$ cat src/rtl/lsu_subword_rmw.sv
// Load/store unit between the core memory stage and a word-only single-port RAM.
// Loads (LB/LH/LW/LBU/LHU) and SW map directly onto the RAM. SB/SH become a
// read-modify-write: read the word, merge the lane, write the word back.
// Optional build macro LSU_RANGE_CHECK_EN: when defined, any byte address
// outside the RAM (mem_addr[31:ADDR_WIDTH+2] != 0) is rejected like a
// misaligned access. When undefined, addresses alias modulo the RAM size.
module lsu_subword_rmw #(
    parameter int DATA_WIDTH = 32,
    parameter int ADDR_WIDTH = 10
) (
    input  logic                  clk,
    input  logic                  rst_n,
    input  logic                  mem_req,
    input  logic [2:0]            mem_funct3,
    input  logic                  mem_we,
    input  logic [31:0]           mem_addr,
    input  logic [DATA_WIDTH-1:0] mem_wdata,
    output logic [DATA_WIDTH-1:0] mem_rdata,
    output logic                  mem_busy,
    output logic                  mem_done,
    output logic                  mem_err,
    output logic [31:0]           dm_addr,
    output logic                  dm_w_en,
    output logic [DATA_WIDTH-1:0] dm_w_data,
    input  logic [DATA_WIDTH-1:0] dm_r_data
);

    typedef enum logic [1:0] {
        IDLE    = 2'b00,
        RD_ADDR = 2'b01,
        RD_DATA = 2'b10,
        WR      = 2'b11
    } state_t;

    state_t                  state_r;
    state_t                  state_s;
    logic [31:0]             addr_r;
    logic [2:0]              funct3_r;
    logic                    we_r;
    logic [DATA_WIDTH-1:0]   wbuf_r;
    logic [DATA_WIDTH-1:0]   rdata_r;
    logic                    done_r;
    logic                    err_r;
    logic                    illegal_s;
    logic                    range_err_s;
    logic [DATA_WIDTH-1:0]   load_s;
    logic [DATA_WIDTH-1:0]   merge_s;

    // Pick the addressed lane out of a RAM word and sign/zero extend it.
    function automatic logic [31:0] extend_load(input logic [31:0] word,
                                                input logic [2:0]  f3,
                                                input logic [1:0]  off);
        logic [7:0]  b;
        logic [15:0] h;
        logic [31:0] res;
        case (off)
            2'b00:   b = word[7:0];
            2'b01:   b = word[15:8];
            2'b10:   b = word[23:16];
            2'b11:   b = word[31:24];
            default: b = word[7:0];
        endcase
        h = off[1] ? word[31:16] : word[15:0];
        case (f3)
            3'b000:  res = {{24{b[7]}}, b};
            3'b001:  res = {{16{h[15]}}, h};
            3'b100:  res = {24'd0, b};
            3'b101:  res = {16'd0, h};
            default: res = word;
        endcase
        return res;
    endfunction

    // Replace the addressed byte or half of a RAM word with store data.
    function automatic logic [31:0] merge_store(input logic [31:0] word,
                                                input logic [2:0]  f3,
                                                input logic [1:0]  off,
                                                input logic [31:0] wd);
        logic [31:0] res;
        res = word;
        case (f3)
            3'b000: begin
                case (off)
                    2'b00:   res[7:0]   = wd[7:0];
                    2'b01:   res[15:8]  = wd[7:0];
                    2'b10:   res[23:16] = wd[7:0];
                    2'b11:   res[31:24] = wd[7:0];
                    default: res[7:0]   = wd[7:0];
                endcase
            end
            3'b001: begin
                if (off[1]) begin
                    res[31:16] = wd[15:0];
                end else begin
                    res[15:0] = wd[15:0];
                end
            end
            default: res = wd;
        endcase
        return res;
    endfunction

`ifdef LSU_RANGE_CHECK_EN
    assign range_err_s = (mem_addr[31:ADDR_WIDTH+2] != {(30-ADDR_WIDTH){1'b0}});
`else
    assign range_err_s = 1'b0;
`endif

    // Classify the incoming request: unknown funct3, store with unsigned
    // funct3, misaligned half/word, or (optionally) out-of-range address.
    always_comb begin
        illegal_s = 1'b0;
        case (mem_funct3)
            3'b000:  illegal_s = 1'b0;
            3'b001:  illegal_s = mem_addr[0];
            3'b010:  illegal_s = (mem_addr[1:0] != 2'b00);
            3'b100:  illegal_s = mem_we;
            3'b101:  illegal_s = mem_we | mem_addr[0];
            default: illegal_s = 1'b1;
        endcase
        illegal_s = illegal_s | range_err_s;
    end

    assign load_s  = extend_load(dm_r_data, funct3_r, addr_r[1:0]);
    assign merge_s = merge_store(dm_r_data, funct3_r, addr_r[1:0], wbuf_r);

    // Next-state logic: SW goes straight to WR, everything else reads first.
    always_comb begin
        state_s = state_r;
        case (state_r)
            IDLE: begin
                if (mem_req && !illegal_s) begin
                    state_s = (mem_we && (mem_funct3 == 3'b010)) ? WR : RD_ADDR;
                end else begin
                    state_s = IDLE;
                end
            end
            RD_ADDR: state_s = RD_DATA;
            RD_DATA: state_s = we_r ? WR : IDLE;
            WR:      state_s = IDLE;
            default: state_s = IDLE;
        endcase
    end

    // State register.
    always_ff @(posedge clk or negedge rst_n) begin
        if (!rst_n) begin
            state_r <= IDLE;
        end else begin
            state_r <= state_s;
        end
    end

    // Request latch, write buffer, load result and completion pulses.
    always_ff @(posedge clk or negedge rst_n) begin
        if (!rst_n) begin
            addr_r   <= 32'd0;
            funct3_r <= 3'd0;
            we_r     <= 1'b0;
            wbuf_r   <= {DATA_WIDTH{1'b0}};
            rdata_r  <= {DATA_WIDTH{1'b0}};
            done_r   <= 1'b0;
            err_r    <= 1'b0;
        end else begin
            done_r <= 1'b0;
            err_r  <= 1'b0;
            case (state_r)
                IDLE: begin
                    if (mem_req) begin
                        addr_r   <= mem_addr;
                        funct3_r <= mem_funct3;
                        we_r     <= mem_we;
                        wbuf_r   <= mem_wdata;
                        done_r   <= illegal_s;
                        err_r    <= illegal_s;
                    end
                end
                RD_DATA: begin
                    if (we_r) begin
                        wbuf_r <= merge_s;
                    end else begin
                        rdata_r <= load_s;
                        done_r  <= 1'b1;
                    end
                end
                WR:      done_r <= 1'b1;
                default: done_r <= 1'b0;
            endcase
        end
    end

    // The RAM decodes only the low ADDR_WIDTH+2 bits; upper bits pass through.
    assign dm_addr   = {addr_r[31:ADDR_WIDTH+2], addr_r[ADDR_WIDTH+1:0]};
    assign dm_w_en   = (state_r == WR);
    assign dm_w_data = wbuf_r;
    assign mem_busy  = (state_r != IDLE);
    assign mem_done  = done_r;
    assign mem_err   = err_r;
    assign mem_rdata = rdata_r;

endmodule

$ cat config.mk
export PLATFORM = sky130hd
export DESIGN_NAME = lsu_subword_rmw
export DESIGN_NICKNAME = d
export VERILOG_FILES = /design/src/rtl/lsu_subword_rmw.sv
export SDC_FILE = /design/constraint.sdc
export NUM_CORES = 1
export LEC_CHECK = 0
export CAP_MARGIN = 20
export CORE_ASPECT_RATIO = 1.25
export CORE_UTILIZATION = 25
export CTS_CLUSTER_SIZE = 14
export DETAILED_ROUTE_END_ITERATION = 16
export GPL_ROUTABILITY_DRIVEN = 0
export PLACE_DENSITY = 0.49
export SYNTH_ARGS = -nofsm -noshare
export SYNTH_HDL_FRONTEND = slang
export SYNTH_SLANG_ARGS = --single-unit
$ cat constraint.sdc
create_clock -name clk -period 2.3 [get_ports clk]
set_clock_uncertainty 0.15 [all_clocks]
set_input_delay 0.46 -clock clk [delete_from_list [all_inputs] [get_ports clk]]
set_output_delay 0.46 -clock clk [all_outputs]
set_load 0.01 [all_outputs]
==> reports/metrics.yaml, run 1 <==
antenna_found_initial: 3
reg2regPathDepth: 5
rsz0062_at_grt: "no"
violations: "hold timing"
routed_via_density: 4.82
yosysTopAreaCellShare_pct: 48.3
final_max_slew_viol_count: 0
synth_top_cells_by_count: "dfrtp_1 (104), nand2_1 (69), mux2_2 (50)"
r2r_setup_slack_ns: 0.38
synth_flop_cell: "dfrtp_1"
dr_total_vias: 4826
grt_start_max_net_pins: 48
drc: 0
synth_top_cell_by_area: "dfrtp_1"
crit_path_start_kind: "register"
cp.arrival_ns: 1.52
fin_crit_sh_pct: 92.4
cts_hold_buf: 0
io_pins: 203
post-place-ws_ns: -0.00714
power.leakage_uw: 0.00336
syn2layout_area_growth_pct: 51.9
async_flop_share_pct: 100
syn_area_mm2: 0.00538
tightest_slew_ns: 0.652
ys_ff_latch: 104
drive_above_1_share_pct: 18.7
max_freq_mhz: 470
gr-usage-all-layers_pct: 18.0
fin_ws_ns: 0.175
htree_levels: 3
wl_mm: 19.7
clock_sinks: 104
clk_latency_ns: 0.35
timing.hold.ws_ns: -0.0149
power.density_mw_per_mm2: 1340
rows: 59
synth_cell_types: 47
postSynthCellCount: 511
syn-num-nets: 614
start_util_pct: 25.7
hp-class: "primary input to asynchronous set/reset pin"
route.antenna.remaining_nets: 0
dieArea_mm2: 0.0221
die_x_um: 133
place_hpwl_mm: 15.3
die_y_um: 166
grt_first_pass_wirelength_mm: 30.2
finalHoldViolCount: 32
crit_path_end_kind: "output pin"
yosys_warnings: 0
status: "finished, violations left"
timing_worst_setup_path_type: "register to output pin"
portBuffers: 202
drtIter0Drc: 221
post-route-min-period_ns: 2.13
wl_per_cell_um: 19.6
layout.nets: 824
maxSlewHeadroom_pct: 56.5
dr.pass1.iters: 5
synth_most_common_cell: "dfrtp_1"
setup_violations: 0
grt_pass1_vias: 5134
setup_tns_ns: 0
root_buffer: "clkbuf_16"
path_max_fanout: 8
avgSynthCellArea_um2: 10.5
ys_seq_area_share_pct: 48.3
maxCapViolations: 0
worstPathRequired_ns: 1.69
cts_buffers: 9
core_mm2: 0.0210
cts.clk_slew.worst_paths_ns: 0.07
synth_edf_count: 0
grt_overflow: 0
cts_buffer_depth: 2
yosys-top-cells-area: "dfrtp_1 (48%), mux2_2 (10%), nand2_1 (4.8%)"
cts_tree: "done"
ir_drop_v: 0.000470
final cells by class:
class	instances	area [µm²]
clock buffers	9	225
inverters	3	11.3
diodes	1	2.50
clock inverters	7	96.3
multi-input cells	366	2560
flip-flops and latches	104	2610
well taps	274	343
fillers	2119	12800
repair buffers	237	2330
per-stage QoR:
stage / hold slack (ns) / area (µm²) / instances / util [%] / power [µW]
floorplan: 0.0144 / 5380 / 511 / - / 6430
global placement: 0.327 / 7850 / 984 / 37.4 / 9250
detailed placement: 0.329 / 7850 / 984 / 37.4 / 9370
CTS: 0.00437 / 8170 / 1000 / 39.0 / 11100
global route: 0.0414 / 8170 / 1000 / 39.0 / 11700
finish: -0.0149 / 8170 / 1001 / 39.0 / 11000
routing by layer:
metal | global-route usage, % | part of all wire, % | up-vias
met2 | 29.6 | 48 | 192
li1 | - | - | 2252
met1 | 21.7 | 41 | 2355
met3 | 5.77 | 8.9 | 25
met5 | 0 | 0.061 | -
met4 | 6.92 | 2.4 | 2
final timing paths:
kind / from / to
min in group clk: mem_rdata[1] / mem_rdata[1]
min: rst_n / dm_addr[27]
max: state_r[0] / dm_w_en
min reg2reg: mem_rdata[1] / mem_rdata[1]
max in group asynchronous: rst_n / dm_w_data[28]
max reg2reg: state_r[0] / mem_rdata[10]
logic make-up (layout without fill, tap and decap cells):
| kind of cell | count (synthesis) | in the layout | synth area share [%] |
|---|---|---|---|
| multiplexers | 75 | 75 | 16.1 |
| other | 0 | 1 | 0 |
| buffers and inverters | 41 | 256 | 4.35 |
| AND/OR/NAND/NOR | 196 | 196 | 18.2 |
| AO/OA/AOI/OAI | 95 | 95 | 13.0 |
| flip-flops | 104 | 104 | 48.3 |
worst max-delay path, cell delays in order (launching register included):
cell             delay (ns)
dfrtp_2                0.45
and2_1                 0.16
clkdlybuf4s50_1        0.55
sequential cells by signal, summed over array words and instances, names as in the netlist:
name,cells
we_r,1
dm_addr,32
dm_w_data,32
state_r,2
mem_done,1
funct3_r,3
mem_err,1
mem_rdata,32
power by group:
group          switching [µW]  internal (µW)
Clock                     730            955
Combinational            2660           3140
Sequential                738           2740
Total                    4130           6840
cells in the final DEF, fill, tap and decap left out, drive strengths merged, types with 2 or more instances in the layout:
master	n
clkinv	2
bufinv	2
buf	36
mux2	58
o211ai	9
o21ai	25
dfrtp	104
nand3	41
a21oi	19
nor2b	8
nand2b	20
a211oi	9
mux2i	16
clkinvlp	3
o31ai	16
inv	3
or4	8
nand2	69
nor2	33
clkbuf	9
nor3b	9
clkdlybuf4s50	200
o221ai	8
timing repair:
action                                  CTS  global route
setup buffers                             0             0
endpoints found under the setup margin    2             0
resized for setup                         4             0
hold endpoints to repair                  0             0
Power figures use the tool's default switching activity.
==> run 2: changes to the inputs <==
Settings changed: CELL_PAD_IN_SITES_DETAIL_PLACEMENT set to 1, CELL_PAD_IN_SITES_GLOBAL_PLACEMENT set to 1, PLACE_DENSITY 0.49 to 0.62, REMOVE_ABC_BUFFERS set to 1.
==> reports/metrics.yaml, run 2 (same netlist as run 1, synthesis figures left out) <==
status: "finished clean"
crit_path_end_kind: "output pin"
drive_above_1_share_pct: 18.7  # -0.026 points
finalNonFillerCells: 1001  # unchanged
p_sw_share_pct: 38.2  # +0.57 points
root_buffer: "clkbuf_16"
gr-usage-all-layers_pct: 18.9  # +0.91 points
p_int_uw: 6810  # -0.49%
core_mm2: 0.0210  # unchanged
cts.clk_slew.worst_paths_ns: 0.07  # about the same
maxCapViolations: 0  # unchanged
post_cts.repair.setup_buffers: 0  # unchanged
grt_start_max_net_pins: 41  # -15%
clock_sinks: 104  # unchanged
reg2regPathDepth: 5  # unchanged
syn2layout_area_growth_pct: 52.0  # about the same
wl_mm: 20.4  # +3.8%
die_x_um: 133  # unchanged
post-place-ws_ns: -0.0260  # -0.0189 ns
hp-class: "register to register"
setup_violations: 0  # unchanged
seq_area_mm2: 0.00261  # unchanged
r2r-start: "dm_addr[0]"
cts_buffer_depth: 2  # unchanged
multi_input_area_mm2: 0.00256  # unchanged
power.density_mw_per_mm2: 1350  # +0.36%
power.leakage_uw: 0.00337  # +0.14%
crit_start: "state_r[0]"
r2r_setup_slack_ns: 0.39  # about the same
min_path_cells: 2
ir_drop_v: 0.000503  # +7.0%
crit_path_end: "dm_w_en"
grt_first_pass_wirelength_mm: 31.7  # +4.9%
rsz0062_at_grt: "no"
routed_via_density: 4.80  # -0.48%
place_hpwl_mm: 15.8  # +3.5%
max_freq_mhz: 471  # about the same
die_y_um: 166  # unchanged
tightest_slew_ns: 0.563  # -0.0886 ns
timing_worst_setup_path_type: "register to output pin"
maxSlewHeadroom_pct: 62.4  # +5.9 points
antenna_found_initial: 0  # -3
route.antenna.remaining_nets: 0  # unchanged
crit_path_start_kind: "register"
cts_buffers: 9  # unchanged
dieArea_mm2: 0.0221  # unchanged
final_util_pct: 39.0  # about the same
drc: 0  # unchanged
seqPwrFrac_pct: 31.5  # -0.3 points
grt_pass1_vias: 5373  # +4.7%
drtIter0Drc: 135  # -39%
io_pins: 203  # unchanged
finalHoldViolCount: 0  # -100%
grt_overflow: 0  # unchanged
path_max_fanout: 8  # unchanged
htree_levels: 3  # unchanged
final_cell_mix: "clkdlybuf4s50_1 (200), dfrtp_1 (101), nand2_1 (69)"
cts_tree: "done"
n_antenna_cell: 0  # -1
p_comb_share_pct: 53.7  # +0.8 points
portBuffers: 202  # unchanged
layout.nets: 825  # +0.12%
clkPwrFrac_pct: 14.7  # -0.7 points
layout_commonest_cell: "clkdlybuf4s50_1"
post-place-cells: 984  # unchanged
dr_total_vias: 4803  # -0.48%
r2r-end: "dm_w_data[15]"
clk_latency_ns: 0.35  # about the same
start_util_pct: 25.7  # unchanged
fin_ws_ns: 0.176  # +0.00171 ns
final_max_slew_viol_count: 0  # unchanged
worstPathRequired_ns: 1.69  # about the same
fin_crit_sh_pct: 92.3  # about the same
fillers: 2313  # +9.2%
rows: 59  # unchanged
power.switching_uw: 4210  # +2.0%
post-route-min-period_ns: 2.12  # -0.00171 ns
cp.arrival_ns: 1.51  # about the same
wl_per_cell_um: 20.4  # +3.8%
dr.pass1.iters: 4  # -1
[run 2: cell type report]
class                      instances  share of cell area (%)
inverter                           3                   0.138
clock buffer                      11                    3.09
clock inverter                     5                   0.673
tap                              274                    4.19
timing repair buffer             238                    28.8
multi-input combinational        366                    31.3
sequential                       104                    31.9
[run 2: through the flow]
stage	area [µm²]	TNS, ns	total power (µW)	hold slack (ns)
finish	8180	0	11000	0.346
global placement	7860	0	9280	0.283
CTS	8180	0	11200	0.345
floorplan	5160	-33.27	6190	0.0144
detailed placement	7860	-0.162	9480	0.297
global route	8180	0	11800	0.374
[run 2: critical path, stage by stage, from the launching register on]
cell and delay (ns):
dfrtp_2 0.45, and2_1 0.16, clkdlybuf4s50_1 0.55
[run 2: metal layers]
layer	global-route usage [%]	share of wire [%]
met3	6.75	8.0
met2	32.7	50
met5	0	0
met1	22.1	41
met4	4.64	1.5
[run 2: power groups by stage]
stage	Clock [µW]	Combinational, µW	Sequential (µW)
CTS	1670	6010	3490
floorplan	0	2370	3820
detailed placement	0	5980	3500
global route	1740	6410	3610
finish	1620	5920	3470
global placement	0	5830	3450
[run 2: what timing repair did]
item / 4_1_cts / 5_1_grt
resized for setup: 4 / 0
hold buffers: 1 / 0
endpoints found under the hold margin: 28 / 0
endpoints found under the setup margin: 2 / 0
[run 2: how the worst min path moves through the flow]
stage / from / to / slack (ns)
after global routing: dm_addr[5] / dm_addr[5] / 0.37
final: mem_rdata[6] / mem_rdata[6] / 0.35
after global placement: rst_n / dm_addr[11] / 0.28
after detailed placement: rst_n / dm_addr[31] / 0.30
after floorplan: rst_n / dm_addr[0] / 0.01
after CTS: mem_rdata[6] / mem_rdata[6] / 0.35
